`src/rtl/mips_pkg.sv`:
```
// rtl/mips_pkg.sv - shared opcode/funct constants, ALU codes and ID/EX pipeline record
package mips_pkg;

    localparam logic [5:0] OP_RTYPE = 6'h00;
    localparam logic [5:0] OP_ADDI  = 6'h08;
    localparam logic [5:0] OP_ADDIU = 6'h09;
    localparam logic [5:0] OP_SLTI  = 6'h0A;
    localparam logic [5:0] OP_ANDI  = 6'h0C;
    localparam logic [5:0] OP_ORI   = 6'h0D;
    localparam logic [5:0] OP_XORI  = 6'h0E;
    localparam logic [5:0] OP_LUI   = 6'h0F;
    localparam logic [5:0] OP_LW    = 6'h23;
    localparam logic [5:0] OP_SW    = 6'h2B;

    localparam logic [5:0] FN_ADD  = 6'h20;
    localparam logic [5:0] FN_ADDU = 6'h21;
    localparam logic [5:0] FN_SUB  = 6'h22;
    localparam logic [5:0] FN_SUBU = 6'h23;
    localparam logic [5:0] FN_AND  = 6'h24;
    localparam logic [5:0] FN_OR   = 6'h25;
    localparam logic [5:0] FN_XOR  = 6'h26;
    localparam logic [5:0] FN_NOR  = 6'h27;
    localparam logic [5:0] FN_SLT  = 6'h2A;

    typedef enum logic [2:0] {
        ALU_ADD = 3'd0,
        ALU_SUB = 3'd1,
        ALU_AND = 3'd2,
        ALU_OR  = 3'd3,
        ALU_XOR = 3'd4,
        ALU_NOR = 3'd5,
        ALU_SLT = 3'd6,
        ALU_LUI = 3'd7
    } alu_op_e;

    typedef enum logic [1:0] {
        IMM_SEXT,
        IMM_ZEXT,
        IMM_UPPER
    } imm_kind_e;

    // Control half of the ID/EX register; operand data lives beside it since its width is a parameter.
    typedef struct packed {
        logic        valid;
        logic        illegal;
        logic        mem_read;
        logic        mem_write;
        logic        reg_write;
        logic        alu_src;
        alu_op_e     alu_op;
        logic [31:0] imm;
        logic [4:0]  rs;
        logic [4:0]  rt;
        logic [4:0]  dest;
    } ex_ctrl_t;

endpackage

```
`src/rtl/id_ex_stage_if.sv`:
```
// rtl/id_ex_stage_if.sv - decode bundle between the instruction decoder and the ID/EX stage
interface id_ex_stage_if;
    import mips_pkg::*;

    logic [31:0] instr;
    logic [4:0]  rs;
    logic [4:0]  rt;
    logic [4:0]  dest;
    logic [31:0] imm;
    alu_op_e     alu_op;
    logic        alu_src;
    logic        mem_read;
    logic        mem_write;
    logic        illegal;
    logic        uses_rt;

    modport master (
        input  instr,
        output rs, rt, dest, imm, alu_op, alu_src, mem_read, mem_write, illegal, uses_rt
    );

    modport slave (
        output instr,
        input  rs, rt, dest, imm, alu_op, alu_src, mem_read, mem_write, illegal, uses_rt
    );
endinterface

```
`src/rtl/id_decoder.sv`:
```
// rtl/id_decoder.sv - combinational decode of one instruction word into EX controls
module id_decoder
    import mips_pkg::*;
(
    id_ex_stage_if.master dec
);

    logic [5:0]  opcode;
    logic [5:0]  funct;
    logic [15:0] imm16;
    logic [4:0]  unused_shamt;
    imm_kind_e   imm_kind;

    assign opcode       = dec.instr[31:26];
    assign funct        = dec.instr[5:0];
    assign imm16        = dec.instr[15:0];
    assign unused_shamt = dec.instr[10:6];

    always_comb begin
        dec.rs        = dec.instr[25:21];
        dec.rt        = dec.instr[20:16];
        dec.dest      = dec.instr[20:16];
        dec.alu_op    = ALU_ADD;
        dec.alu_src   = 1'b0;
        dec.mem_read  = 1'b0;
        dec.mem_write = 1'b0;
        dec.illegal   = 1'b0;
        dec.uses_rt   = 1'b0;
        imm_kind      = IMM_SEXT;

        case (opcode)
            OP_RTYPE: begin
                dec.dest    = dec.instr[15:11];
                dec.uses_rt = 1'b1;
                case (funct)
                    FN_ADD, FN_ADDU: dec.alu_op = ALU_ADD;
                    FN_SUB, FN_SUBU: dec.alu_op = ALU_SUB;
                    FN_AND:          dec.alu_op = ALU_AND;
                    FN_OR:           dec.alu_op = ALU_OR;
                    FN_XOR:          dec.alu_op = ALU_XOR;
                    FN_NOR:          dec.alu_op = ALU_NOR;
                    FN_SLT:          dec.alu_op = ALU_SLT;
                    default:         dec.illegal = 1'b1;
                endcase
            end
            OP_ADDI, OP_ADDIU: dec.alu_src = 1'b1;
            OP_SLTI: begin
                dec.alu_src = 1'b1;
                dec.alu_op  = ALU_SLT;
            end
            OP_ANDI: begin
                dec.alu_src = 1'b1;
                dec.alu_op  = ALU_AND;
                imm_kind    = IMM_ZEXT;
            end
            OP_ORI: begin
                dec.alu_src = 1'b1;
                dec.alu_op  = ALU_OR;
                imm_kind    = IMM_ZEXT;
            end
            OP_XORI: begin
                dec.alu_src = 1'b1;
                dec.alu_op  = ALU_XOR;
                imm_kind    = IMM_ZEXT;
            end
            OP_LUI: begin
                dec.alu_src = 1'b1;
                dec.alu_op  = ALU_LUI;
                imm_kind    = IMM_UPPER;
            end
            OP_LW: begin
                dec.alu_src  = 1'b1;
                dec.mem_read = 1'b1;
            end
            OP_SW: begin
                dec.alu_src   = 1'b1;
                dec.mem_write = 1'b1;
                dec.dest      = 5'd0;
                dec.uses_rt   = 1'b1;
            end
            default: dec.illegal = 1'b1;
        endcase

        // Illegal words must not leave any side-effecting control behind; uses_rt still follows the opcode.
        if (dec.illegal) begin
            dec.alu_op    = ALU_ADD;
            dec.alu_src   = 1'b0;
            dec.mem_read  = 1'b0;
            dec.mem_write = 1'b0;
            dec.dest      = 5'd0;
        end

        case (imm_kind)
            IMM_ZEXT:  dec.imm = {16'h0000, imm16};
            IMM_UPPER: dec.imm = {imm16, 16'h0000};
            default:   dec.imm = {{16{imm16[15]}}, imm16};
        endcase
    end

endmodule

```
`src/rtl/id_ex_stage.sv`:
```
// rtl/id_ex_stage.sv - ID/EX pipeline register with load-use hazard detection and WB bypass
module id_ex_stage
    import mips_pkg::*;
#(
    parameter int DATA_W = 32
) (
    input  logic              i_clk,
    input  logic              i_reset,
    input  logic              i_valid,
    input  logic [31:0]       i_instr,
    input  logic [DATA_W-1:0] i_src1,
    input  logic [DATA_W-1:0] i_src2,
    input  logic [4:0]        i_wb_addr,
    input  logic [DATA_W-1:0] i_wb_data,
    input  logic              i_flush,
    input  logic              i_hold,
    output logic              o_stall,
    output logic              o_valid,
    output logic [DATA_W-1:0] o_src1,
    output logic [DATA_W-1:0] o_src2,
    output logic [31:0]       o_imm,
    output logic [4:0]        o_rs,
    output logic [4:0]        o_rt,
    output logic [4:0]        o_dest,
    output logic [2:0]        o_alu_op,
    output logic              o_alu_src,
    output logic              o_mem_read,
    output logic              o_mem_write,
    output logic              o_reg_write,
    output logic              o_illegal
);

    id_ex_stage_if dec_if ();

    assign dec_if.instr = i_instr;

    id_decoder u_id_decoder (
        .dec(dec_if)
    );

    ex_ctrl_t          ctrl_q, ctrl_d, captured;
    logic [DATA_W-1:0] src1_q, src1_d, src2_q, src2_d;
    logic [DATA_W-1:0] byp1, byp2;
    logic              load_use;

    // A load in EX cannot forward to the instruction behind it; hold that one in ID for a cycle.
    assign load_use = ctrl_q.valid && ctrl_q.mem_read && (ctrl_q.dest != 5'd0) && i_valid &&
                      ((dec_if.rs == ctrl_q.dest) || (dec_if.uses_rt && (dec_if.rt == ctrl_q.dest)));

    assign o_stall = i_hold || load_use;

    always_comb begin
        byp1 = i_src1;
        byp2 = i_src2;
        if (dec_if.rs == 5'd0)                byp1 = '0;
        else if (i_wb_addr == dec_if.rs)      byp1 = i_wb_data;
        if (dec_if.rt == 5'd0)                byp2 = '0;
        else if (i_wb_addr == dec_if.rt)      byp2 = i_wb_data;
    end

    always_comb begin
        captured           = '0;
        captured.valid     = !dec_if.illegal;
        captured.illegal   = dec_if.illegal;
        captured.mem_read  = dec_if.mem_read;
        captured.mem_write = dec_if.mem_write;
        captured.reg_write = !dec_if.illegal && (dec_if.dest != 5'd0);
        captured.alu_src   = dec_if.alu_src;
        captured.alu_op    = dec_if.alu_op;
        captured.imm       = dec_if.imm;
        captured.rs        = dec_if.rs;
        captured.rt        = dec_if.rt;
        captured.dest      = dec_if.dest;
    end

    always_comb begin
        ctrl_d = ctrl_q;
        src1_d = src1_q;
        src2_d = src2_q;
        if (i_flush) begin
            ctrl_d = '0;
            src1_d = '0;
            src2_d = '0;
        end else if (i_hold) begin
            ctrl_d = ctrl_q;
        end else if (load_use || !i_valid) begin
            ctrl_d = '0;
            src1_d = '0;
            src2_d = '0;
        end else begin
            ctrl_d = captured;
            src1_d = byp1;
            src2_d = byp2;
        end
    end

    always_ff @(posedge i_clk or posedge i_reset) begin
        if (i_reset) begin
            ctrl_q <= '0;
            src1_q <= '0;
            src2_q <= '0;
        end else begin
            ctrl_q <= ctrl_d;
            src1_q <= src1_d;
            src2_q <= src2_d;
        end
    end

    assign o_valid     = ctrl_q.valid;
    assign o_src1      = src1_q;
    assign o_src2      = src2_q;
    assign o_imm       = ctrl_q.imm;
    assign o_rs        = ctrl_q.rs;
    assign o_rt        = ctrl_q.rt;
    assign o_dest      = ctrl_q.dest;
    assign o_alu_op    = ctrl_q.alu_op;
    assign o_alu_src   = ctrl_q.alu_src;
    assign o_mem_read  = ctrl_q.mem_read;
    assign o_mem_write = ctrl_q.mem_write;
    assign o_reg_write = ctrl_q.reg_write;
    assign o_illegal   = ctrl_q.illegal;

endmodule

```
`config.mk`:
```
export PLATFORM = sky130hd
export DESIGN_NAME = id_ex_stage
export DESIGN_NICKNAME = d
export VERILOG_FILES = /design/src/rtl/mips_pkg.sv /design/src/rtl/id_ex_stage_if.sv /design/src/rtl/id_decoder.sv /design/src/rtl/id_ex_stage.sv
export SDC_FILE = /design/constraint.sdc
export NUM_CORES = 1
export LEC_CHECK = 0
export CAP_MARGIN = 20
export CORE_ASPECT_RATIO = 0.6
export CORE_MARGIN = 2
export CORE_UTILIZATION = 25
export CTS_BUF_LIST = sky130_fd_sc_hd__clkbuf_8
export CTS_CLUSTER_DIAMETER = 150
export DETAILED_ROUTE_END_ITERATION = 6
export PLACE_DENSITY = 0.52
export SLEW_MARGIN = 20
export SYNTH_ARGS = -nofsm -noshare
export SYNTH_HDL_FRONTEND = slang
export SYNTH_SLANG_ARGS = --single-unit
```
`constraint.sdc`:
```
create_clock -name i_clk -period 7.7 [get_ports i_clk]
set_input_delay 1.925 -clock i_clk [delete_from_list [all_inputs] [get_ports i_clk]]
set_output_delay 1.925 -clock i_clk [all_outputs]
set_load 0.01 [all_outputs]
```
### Yosys cells after proc, flatten, opt, wreduce, memory -nomap -nowiden

Cells that the tools add are included.
W data, S select, Z words.

| storage, ports and cells | value |
|---|---|
| register bits | 120 |
| input bits | 138 |
| output and inout bits | 121 |
| logic and storage cells | 88 |

| cells by class | value |
|---|---|
| equal/unequal tests | 25 |
| muxes and demuxes | 29 |
| reduce and logical (&&, ||, !) cells | 21 |

Operators with widths:

| operator | count |
|---|---|
| $mux W32 | 10 |
| $mux W56 | 3 |
| $eq A6 B6 Y1 const B | 11 |
| $pmux W32 S2 | 1 |
| $eq A6 B4 Y1 const B | 7 |
| $pmux W3 S6 | 2 |
| $eq A5 B5 Y1 | 4 |
| $reduce_or A9 Y1 | 2 |
| $logic_not A5 Y1 | 2 |
| $pmux W5 S2 | 1 |
| $reduce_bool A5 Y1 | 2 |
| $mux W1 | 8 |
| $logic_and A1 B1 Y1 | 6 |
| $logic_not A6 Y1 | 1 |
| $mux W5 | 1 |
| $pmux W2 S2 | 1 |
| $reduce_or A2 Y1 | 2 |
| $logic_or A1 B1 Y1 | 3 |
| $mux W3 | 1 |
| $reduce_or A3 Y1 | 1 |
| $eq A2 B1 Y1 const B | 1 |
| $eq A2 B2 Y1 const B | 1 |
| $logic_not A1 Y1 | 2 |
| $ne A2 B2 Y1 const B | 1 |
| $pmux W1 S2 | 1 |

### Depth between registers and ports, before layout

| logic depth | value |
|---|---|
| word-level depth | 10 |
| mapped depth | 9 |
| mapped depth without buffers | 8 |

### Hierarchy

From an unflattened synthesis, not the netlist that was laid out.

| second synthesis, totals | value |
|---|---|
| cell total of the unflattened synthesis | 546 |
| area, all modules | 6314.8 µm² |

Modules (own cells, without submodules):

| module | times used | cells an instance | area an instance (µm²) | sequential area each (µm²) |
|---|---|---|---|---|
| id_ex_stage | 1 | 452 | 5636.7 | 3002.9 |
| id_decoder | 1 | 94 | 678.2 | 0.0 |

### Least setup slack after synthesis

OpenSTA, ideal clock, no wires.

| timing path | value |
|---|---|
| kind | input to output |
| from | input port i_instr[29] |
| to | output port o_stall |
| arrival | 3204 ps |
| data required time | 5775 ps |
| path slack | 2571 ps |
| stages on the path | 5 |
| path buffers | 0 |
| cells stage by stage | nor4_1 -> o21ai_1 -> or4_1 -> nand2_1 -> or2_2 |

| between the ends | value |
|---|---|
| cells in the longest elaborated chain, start to end | 7 |
| elaborated cells between the ends (all ways) | 8 |
| classes of those cells | eq/ne: 1; mux: 1; reduce/logical: 6 |

RTL lines:

| item | line | text |
|---|---|---|
| start: declaration | id_ex_stage.sv:10 | `input logic [31:0] i_instr,` |
| $eq A6 B6 Y1 / $logic_not A6 Y1 (equally long branches) | id_decoder.sv:31 | `case (opcode)` |
| $reduce_or A2 Y1 (no source line) (*) | - |  |
| $mux W1 (*) | id_decoder.sv:31 |  |
| $logic_and A1 B1 Y1 (*) | id_ex_stage.sv:48 | `((dec_if.rs == ctrl_q.dest) \|\| (dec_if.uses_rt && (dec_if.rt == ctrl_q.dest)));` |
| $logic_or A1 B1 Y1 (*) | id_ex_stage.sv:48 |  |
| $logic_and A1 B1 Y1 (*) | id_ex_stage.sv:47 | `assign load_use = ctrl_q.valid && ctrl_q.mem_read && (ctrl_q.dest != 5'd0) && i_valid &&` |
| $logic_or A1 B1 Y1 (*) | id_ex_stage.sv:50 | `assign o_stall = i_hold \|\| load_use;` |
| end: declaration | id_ex_stage.sv:17 | `output logic o_stall,` |

Every way passes the cells marked *; elsewhere a longest branch is shown, timed or not.

### Worst setup path after layout

| timing path | value |
|---|---|
| from | input port i_instr[26] |
| to | output port o_stall |

Same word-level chain as after synthesis.

==> flow_metrics.env <==
export IMPL_regArea_mm2=0.00300
export IMPL_fmaxAchievable_mhz=155
export IMPL_synth_enable_flop_cells=0
export IMPL_syn2layout_area_growth_pct=55.9
export IMPL_routedWlPerCell_um=18.5
export IMPL_syn_nets=684
export IMPL_slew_viol_final=0
export IMPL_ys_seq_area_share_pct=51.0
export IMPL_antennaDiodeCount=0
export IMPL_post_cts_resized=0
export IMPL_yosysTopAreaCellShare_pct=51.0
export IMPL_syn_inst=544
export IMPL_syn_avg_cell_area_um2=10.8
export IMPL_postLayoutCellArea_mm2=0.00917
export IMPL_drc=0
export IMPL_cp_required_ns=5.78
export IMPL_layout_commonest_cell="clkdlybuf4s50_1"
export IMPL_pin_count=259
export IMPL_routed_wl_mm=20.7
export IMPL_cts_buffer_depth=2
export IMPL_arrival_ns=4.53
export IMPL_vdd_ir_drop_max_mv=0.0959
export IMPL_grt_overflow_total=0
export IMPL_setup_viol=0
export IMPL_synth_cell_types=46
export IMPL_crit_family="simple AND/OR/NAND/NOR gates"
export IMPL_cts_setup_buffers=0
export IMPL_grt_pass1_wl_mm=31.6
export IMPL_fin_crit_ns=6.45
export IMPL_drive_gt1_share_pct=11.3
export IMPL_cpMaxStageDelayCell="or4_1"
export IMPL_period_share_pct=83.8
export IMPL_dr_pass1_iters=4
export IMPL_grt_pass1_vias=5486
export IMPL_synth_ff_type="dfrtp_1"
export IMPL_grt_max_degree=111
export IMPL_ant_nets=0
export IMPL_skew_ns=0.0136
export IMPL_initial_utilization_pct=25.5
export IMPL_dieArea_mm2=0.0248
export IMPL_multi_input_area_mm2=0.00268
export IMPL_routed_via_count=5326
export IMPL_synth_async_reset_ratio_pct=100
export IMPL_cts_tree="done"
export IMPL_cp_end_kind="output pin"
export IMPL_max_stage_delay_ns=0.58
export IMPL_nNetsFinal=930
export IMPL_numCtsBuffers=17
export IMPL_synth_warnings=0
export IMPL_path_buf_inv=2
export IMPL_drt_iter0_drc=273
export IMPL_cap_viol_max_count=0
export IMPL_worst_pin_slew_ns=1.03
export IMPL_cts_max_level=4
export IMPL_path_clk_slew_ns=0.07
export IMPL_cp_max_fo=8
export IMPL_final_cell_mix="258 x clkdlybuf4s50_1, 120 x dfrtp_1, 91 x nand2_1"
export IMPL_outcome="completed"
export IMPL_holdWs_ns=0.476
export IMPL_synthTopCellsByArea="dfrtp_1 51%, mux2i_1 11%, o21ai_2 6.6%, nand2_1 5.8%, a32o_1 3.7%"
export IMPL_rows=43
export IMPL_cp_cell_sequence="clkdlybuf4s50_1 > nor4_1 > o21ai_1 > or4_1 > nand2_1 > or2_2 > clkdlybuf4s50_1"
export IMPL_die_x_um=202
export IMPL_holdCritPathClass="flip-flop to flip-flop"
export IMPL_syn_area_mm2=0.00588
export IMPL_fill_cells=2215
export IMPL_grt_usage_pct=16.8
export IMPL_p_leak_nw=3.90
export IMPL_slew_headroom_pct=31.1
export IMPL_rsz0062_at_grt="no"
export IMPL_critical_path_class="input port to output pin"
export IMPL_cpMostUsedCell="clkdlybuf4s50_1"
export IMPL_via_per_inst=4.76
export IMPL_core_area_mm2=0.0231
export IMPL_die_h_um=123
export IMPL_root_buffer="clkbuf_8"
export IMPL_clock_latency_ns=0.46
export IMPL_startpoint_type="input port"
export IMPL_yosysTopAreaCell="dfrtp_1"
export IMPL_p_per_area_mw_per_mm2=173
export IMPL_cts_sinks=120
export IMPL_antenna_found_initial=0
export IMPL_hpwl_mm=15.2
export IMPL_postCtsHoldBufs=0
export IMPL_placed_area_mm2=0.00872
export IMPL_synth_seq_cells=120
export IMPL_numPortBuffers=258
export IMPL_final_core_util_pct=39.7
export IMPL_hold_viol_final=0
export IMPL_gp_congestion=0.860
export IMPL_setup_tns_ns=0
[worst paths after layout]
check	start	to	slack, ns	cells after the start
max	i_instr[26]	o_stall	1.25	7
min	o_src1[5]	o_src1[5]	0.48	2
max reg2reg	o_dest[1]	o_imm[7]	5.13	6
min reg2reg	o_src1[5]	o_src1[5]	0.48	2
max in group asynchronous	i_reset	o_src1[28]	4.42	3
min in group asynchronous	i_reset	o_imm[6]	1.93	2
[cells in the mapped netlist, types with 3 or more instances]
cell type,count
o21ai_1,17
o21ai_2,44
xor2_1,9
buf_6,6
xnor2_1,12
mux2i_1,65
a22o_1,19
nor4_1,4
nand2_1,91
inv_1,6
or4_1,4
buf_2,3
clkbuf_1,22
nor2_1,5
dfrtp_1,120
a21oi_1,16
nor2b_1,6
a32o_1,22
o21ai_0,30
nand3_1,7
and2_1,3
[cell families after synthesis]
logic type | after synthesis | synth area share (%)
DFF | 120 | 51.0
adders and majority gates | 2 | 0.425
muxes | 65 | 11.1
and+or+nand+nor | 136 | 10.7
xor gates and xnor gates | 21 | 3.13
AOI/OAI and AO/OA | 158 | 19.8
buffers and inverters | 42 | 3.83
[metrics by stage]
stage | power, mW | setup slack, ns | std cells
floorplan | 0.781 | 2.57 | 544
detailed placement | 0.943 | 1.27 | 1086
finish | 1.58 | 1.25 | 1118
global placement | 0.939 | 1.37 | 1086
CTS | 1.61 | 1.27 | 1118
global route | 1.66 | 1.04 | 1118
[metal layers]
metal | routed length, um | track usage, % | vias to the layer above
li1 | - | - | 2475
met1 | 9990 | 23.7 | 2631
met2 | 8590 | 23.6 | 206
met3 | 1910 | 6.82 | 14
met4 | 216 | 4.60 | 0
met5 | 0 | 0 | -
[registers in the layout (all words and copies together), names as in the netlist]
signal and count:
o_dest 5, o_alu_op 3, o_src1 32, o_src2 32, o_valid 1, o_imm 32
o_illegal 1, o_rt 5, o_mem_read 1, o_alu_src 1, o_reg_write 1, o_mem_write 1
o_rs 5
[worst register-to-register path: stages, from the launching register on]
cell	delay (ns)
dfrtp_1	0.48
or4_4	0.57
o211a_1	0.23
a21bo_2	0.21
nor2_2	0.35
buf_4	0.40
a32o_1	0.26
[cell type report]
| cell class | instances | share of cell area (%) |
|---|---|---|
| sequential | 120 | 32.7 |
| multi-input combinational | 382 | 29.2 |
| timing repair buffer | 263 | 28.6 |
| tap | 315 | 4.30 |
| clock buffer | 22 | 3.30 |
| clock inverter | 10 | 1.61 |
| inverter | 6 | 0.273 |
[power breakdown]
part / total [mW] / internal [mW] / switching [mW]
clock network: 0.655 / 0.392 / 0.263
registers: 0.667 / 0.653 / 0.0141
logic: 0.262 / 0.139 / 0.123
total: 1.58 / 1.18 / 0.400
Note: power is estimated with default switching activity, not from simulation.
